===== config.mk =====
export PLATFORM = sky130hd
export DESIGN_NAME = addsub_mc
export DESIGN_NICKNAME = d
export VERILOG_FILES = /design/src/rtl/addsub_pkg.sv /design/src/rtl/addsub_slice.sv /design/src/rtl/addsub_mc.sv
export SDC_FILE = /design/constraint.sdc
export NUM_CORES = 1
export LEC_CHECK = 0
export ABC_CLOCK_PERIOD_IN_PS = 4400
export CAP_MARGIN = 40
export CORE_ASPECT_RATIO = 1.75
export CORE_MARGIN = 4
export CORE_UTILIZATION = 53
export DETAILED_ROUTE_END_ITERATION = 12
export GPL_TIMING_DRIVEN = 0
export PLACE_DENSITY = 0.77
export SLEW_MARGIN = 0
export SYNTH_ARGS = -nofsm -noshare
export SYNTH_HDL_FRONTEND = slang
export SYNTH_SLANG_ARGS = --single-unit
export TNS_END_PERCENT = 10

===== constraint.sdc =====
create_clock -name clock -period 4.4 [get_ports clock]
set_input_delay 0.44 -clock clock [delete_from_list [all_inputs] [get_ports clock]]
set_output_delay 0.44 -clock clock [all_outputs]
set_load 0.01 [all_outputs]

===== src/rtl/addsub_pkg.sv =====
// addsub_pkg: shared op codes, FSM states and slice-count helper for addsub_mc.
package addsub_pkg;
   localparam logic OP_ADD = 1'b0;
   localparam logic OP_SUB = 1'b1;

   typedef enum logic {S_IDLE, S_RUN} state_t;

   // Returns 0 when WIDTH is not a whole number of slices, flagged by the top.
   function automatic int slice_count(input int width, input int slice);
      return (slice > 0 && width % slice == 0) ? width / slice : 0;
   endfunction
endpackage


===== src/rtl/addsub_slice.sv =====
// addsub_slice: combinational SLICE-bit adder with carry in and carry out.
module addsub_slice #(
   parameter int SLICE = 8
) (
   input  logic [SLICE-1:0] a_i,
   input  logic [SLICE-1:0] b_i,
   input  logic             cin_i,
   output logic [SLICE-1:0] sum_o,
   output logic             cout_o
);
   assign {cout_o, sum_o} = {1'b0, a_i} + {1'b0, b_i} + {{SLICE{1'b0}}, cin_i};
endmodule


===== src/rtl/addsub_mc.sv =====
// addsub_mc: multi-cycle add/subtract, SLICE bits per cycle, LSB slice first.
// Define ADDSUB_ZERO_FLAG_EN to register the Zero flag at completion.
module addsub_mc
   import addsub_pkg::*;
#(
   parameter int WIDTH = 32,
   parameter int SLICE = 8
) (
   input  logic             clock,
   input  logic             clear,
   input  logic             start,
   input  logic             op,
   input  logic [WIDTH-1:0] A,
   input  logic [WIDTH-1:0] B,
   output logic             busy,
   output logic             done,
   output logic [WIDTH-1:0] Result,
   output logic             Cout,
   output logic             Overflow,
   output logic             Zero
);
   localparam int N  = slice_count(WIDTH, SLICE);
   localparam int CW = (N > 1) ? $clog2(N) : 1;

   if (N == 0) begin : g_bad_cfg
      $error("addsub_mc: WIDTH must be a non-zero multiple of SLICE");
   end

   state_t           state_q, state_d;
   logic [WIDTH-1:0] a_q, b_q, work_q, work_d, res_q;
   logic [CW-1:0]    cnt_q;
   logic             op_q, carry_q, done_q, cout_q, ovf_q;
   logic [SLICE-1:0] sum_s;
   logic             carry_s, last;

   addsub_slice #(.SLICE(SLICE)) u_slice (
      .a_i    (a_q[cnt_q*SLICE +: SLICE]),
      .b_i    (b_q[cnt_q*SLICE +: SLICE]),
      .cin_i  (carry_q),
      .sum_o  (sum_s),
      .cout_o (carry_s)
   );

   always_comb begin
      work_d = work_q;
      work_d[cnt_q*SLICE +: SLICE] = sum_s;
      last = cnt_q == CW'(N - 1);
      state_d = (state_q == S_IDLE) ? (start ? S_RUN : S_IDLE) : (last ? S_IDLE : S_RUN);
   end

   // b_q holds B already inverted for subtraction, so one overflow rule covers both ops.
   always_ff @(posedge clock or posedge clear) begin
      if (clear) begin
         state_q <= S_IDLE;
         a_q     <= '0;
         b_q     <= '0;
         work_q  <= '0;
         res_q   <= '0;
         cnt_q   <= '0;
         op_q    <= OP_ADD;
         carry_q <= 1'b0;
         done_q  <= 1'b0;
         cout_q  <= 1'b0;
         ovf_q   <= 1'b0;
      end else begin
         state_q <= state_d;
         done_q  <= state_q == S_RUN && last;
         if (state_q == S_IDLE) begin
            if (start) begin
               a_q     <= A;
               b_q     <= (op == OP_SUB) ? ~B : B;
               op_q    <= op;
               carry_q <= op;
               cnt_q   <= '0;
            end
         end else begin
            work_q  <= work_d;
            carry_q <= carry_s;
            cnt_q   <= cnt_q + 1'b1;
            if (last) begin
               res_q  <= work_d;
               cout_q <= op_q ^ carry_s;
               ovf_q  <= (a_q[WIDTH-1] == b_q[WIDTH-1]) & (work_d[WIDTH-1] != a_q[WIDTH-1]);
            end
         end
      end
   end

`ifdef ADDSUB_ZERO_FLAG_EN
   logic zero_q;
   always_ff @(posedge clock or posedge clear) begin
      if (clear) zero_q <= 1'b0;
      else if (state_q == S_RUN && last) zero_q <= work_d == '0;
   end
   assign Zero = zero_q;
`else
   assign Zero = 1'b0;
`endif

   assign busy     = state_q == S_RUN;
   assign done     = done_q;
   assign Result   = res_q;
   assign Cout     = cout_q;
   assign Overflow = ovf_q;
endmodule


==> impl_results.md <==
* Status: finished clean
* # port buffers at around 100
* Die W at 88.3 microns
* Cell Rows at slightly above 50
* Global route total overflow at 0
* Gpl congestion at a little over 0.9
* H-tree Lvls at 4
* RSZ-0062 raised after global routing: no
* First-pass GRT wire length at 23.5 mm
* Final Slew Violations at 0
* Setup Skew at 8.21 ps
* Starting Density at 53.9%
* CTS Buf Count at 17
* Critical Path RT at 4660 ps
* Setup Fix Bufs, Post-CTS at 0
* Peak supply drop at 591 uV
* Period utilization at 86.2%
* Clock Path Buffers at 2
* Final HPWL DP at approximately 11 mm
* Max FO, Critical Path at 10
* Syn Area/Cell at 11.4 sq um
* Post-CTS Resized at 0
* Worst Setup End Kind: register
* Data arrival time of the worst path at 4060 ps
* Io pins at 105
* Die Y at 149 microns
* Residual DRC count at 0
* Overall power at around 6.9 mW
* First drt pass iteration count at 5
* CTS Root Cell: clkbuf_16
* Leakage at ~3.4 nW
* Core area at ~11000 sq um
* CTS Sinks at 128
* Synth warnings at 0
* Proportion of synthesized chip area in sequential cells at 53.5%
* Layout cells sized above 1 at about 14%
* Inserted Diodes at 0
* Overall global routing resource usage at 23.7%
* EDFF count, synth at 0
* Primary FF master, synth: dfrtp_1
* FMAX at 0.264 GHz
* Finished Core Util at between 70% and 80%
* #FFs+latches synth at 128
* Worst Setup Path Type: register to register
* Headroom to the max-slew limit at 41.3%
* Most frequent cells in the layout: 128 x dfrtp_1, 102 x clkdlybuf4s50_1, 70 x nand2_1
* Commonest non-fill, non-tap cell in the layout: dfrtp_1
* DR vias/cell at approximately 5.7
* CP Launch Type: register
* Pwr dens at between 800 and 900 nW/um^2
* Largest net degree at the start of global routing at 66
* Hold Crit Class: register to register
* CTS tree: yes
* Post-synthesis instance total at 524
* Cts hold-fix bufs at 0
* Final min period at 3790 ps
* Max capacitance violation total at 0
* Ys async rst share at 100%
* Initial antenna violation count at 0
* Clk_lat worst skew at 410 ps
* Final Hold Fails at 0
* Worst slew pin tran at 875 ps
* Post-synthesis cell type count at 47
* Fillers at 862
* Syn Nets at 606
* Starting DRT DRC Count at 183
* Layout area overhead at 30.5%
* Final WL at roughly 15 mm
* Setup violations, final at 0
* Via count at 4547
* WL/cell at 18.7 microns
* Setup TNS Final at 0 ps
* Mapped Area at 5980 sq um
* Overall die area at 13100 sq um
* Worst-path clk slew at 60 ps
* Number of global-route vias before repair at 4717
* Total Nets Final at 729
* Detail Route Antenna Nets at 0
[Yosys cell counts (2+ instances only)]
cell type	n	share of area (%)
a21oi_1	8	0.67
a221oi_1	19	2.8
a22o_1	15	2.2
a32oi_1	3	0.44
and2_1	2	0.21
and3_1	4	0.42
buf_1	3	0.19
buf_2	3	0.25
buf_6	2	0.38
clkbuf_1	20	1.3
clkinv_1	2	0.13
dfrtp_1	128	54
fa_1	2	0.67
ha_1	12	2.5
inv_1	14	0.88
mux2_2	33	6.2
mux4_2	16	6.0
nand2_1	70	4.4
nand3_1	2	0.17
nor2_1	43	2.7
nor3_1	4	0.33
o21a_1	2	0.25
o21ai_0	56	4.7
o31ai_1	2	0.25
xnor2_1	36	5.3
xor2_1	2	0.29
[state kept, by name, summed over array words and instances, names as in the netlist, 2 cells and up]
signal / count
work_q: 24
Result: 32
b_q: 32
cnt_q: 2
a_q: 32
[final timing paths]
check                           depth (start not counted)  slack, ps  startpoint          to
worst max register to register                         10        610    cnt_q[1]  Result[30]
min in group asynchronous                               2        480       clear  Result[30]
worst min register to register                          2        470  work_q[22]  work_q[22]
worst max-delay path                                   10        610    cnt_q[1]  Result[30]
max in group asynchronous                               3       3200       clear      a_q[0]
worst min-delay path                                    2        470  work_q[22]  work_q[22]
[power by group]
group          leakage [nW]  internal (mW)  switching (mW)
logic                  1.47           1.41            2.05
registers              1.61           1.69           0.290
clock network         0.289          0.880           0.527
[logic make-up (layout without fill, tap and decap cells)]
family                   count (synthesis)  after routing  synth area share (%)
buffers and inverters                   45            181                  3.20
other                                    1              1                0.0627
AO/OA/AOI/OAI                          113            113                  12.5
adder cells (fa/ha/maj)                 14             14                  3.18
XOR/XNOR                                38             38                  5.56
multiplexers                            49             49                  12.2
AND/OR/NAND/NOR                        136            136                  9.75
flip-flops                             128            128                  53.5
[worst max-delay path, stage by stage, from the launching register on]
cell and delay, ps:
dfrtp_1 370, clkbuf_1 420, clkbuf_1 550, mux4_2 440, ha_1 390, a21o_1 210
a21oi_1 260, o21bai_1 100, a21oi_1 180, xor2_1 530, o21ai_0 200
[routing by layer]
layer,wire (microns),GRT usage (%),part of all wire [%]
met2,8690,44.6,59
met1,5070,24.7,34
met4,437,9.76,2.9
met3,623,4.93,4.2
met5,0,0,0
[layout make-up]
type | instances | area (sq um) | area share (%)
inverter | 16 | 65.1 | 0.833
multi-input combinational | 351 | 2590 | 33.2
clock inverter | 12 | 133 | 1.70
tap | 132 | 165 | 2.12
clock buffer | 20 | 467 | 5.98
buffer | 29 | 131 | 1.68
sequential | 128 | 3200 | 41.0
timing repair buffer | 104 | 1050 | 13.5
[per-stage QoR]
step	hold slack [ps]	instances	instance area (sq um)	setup WS, ps
floorplan	442	524	5980	547
global placement	456	758	7170	-991
detailed placement	465	760	7210	608
CTS	477	792	7810	584
global route	506	792	7810	327
finish	475	792	7810	605
(Power assumes the default switching activity.)
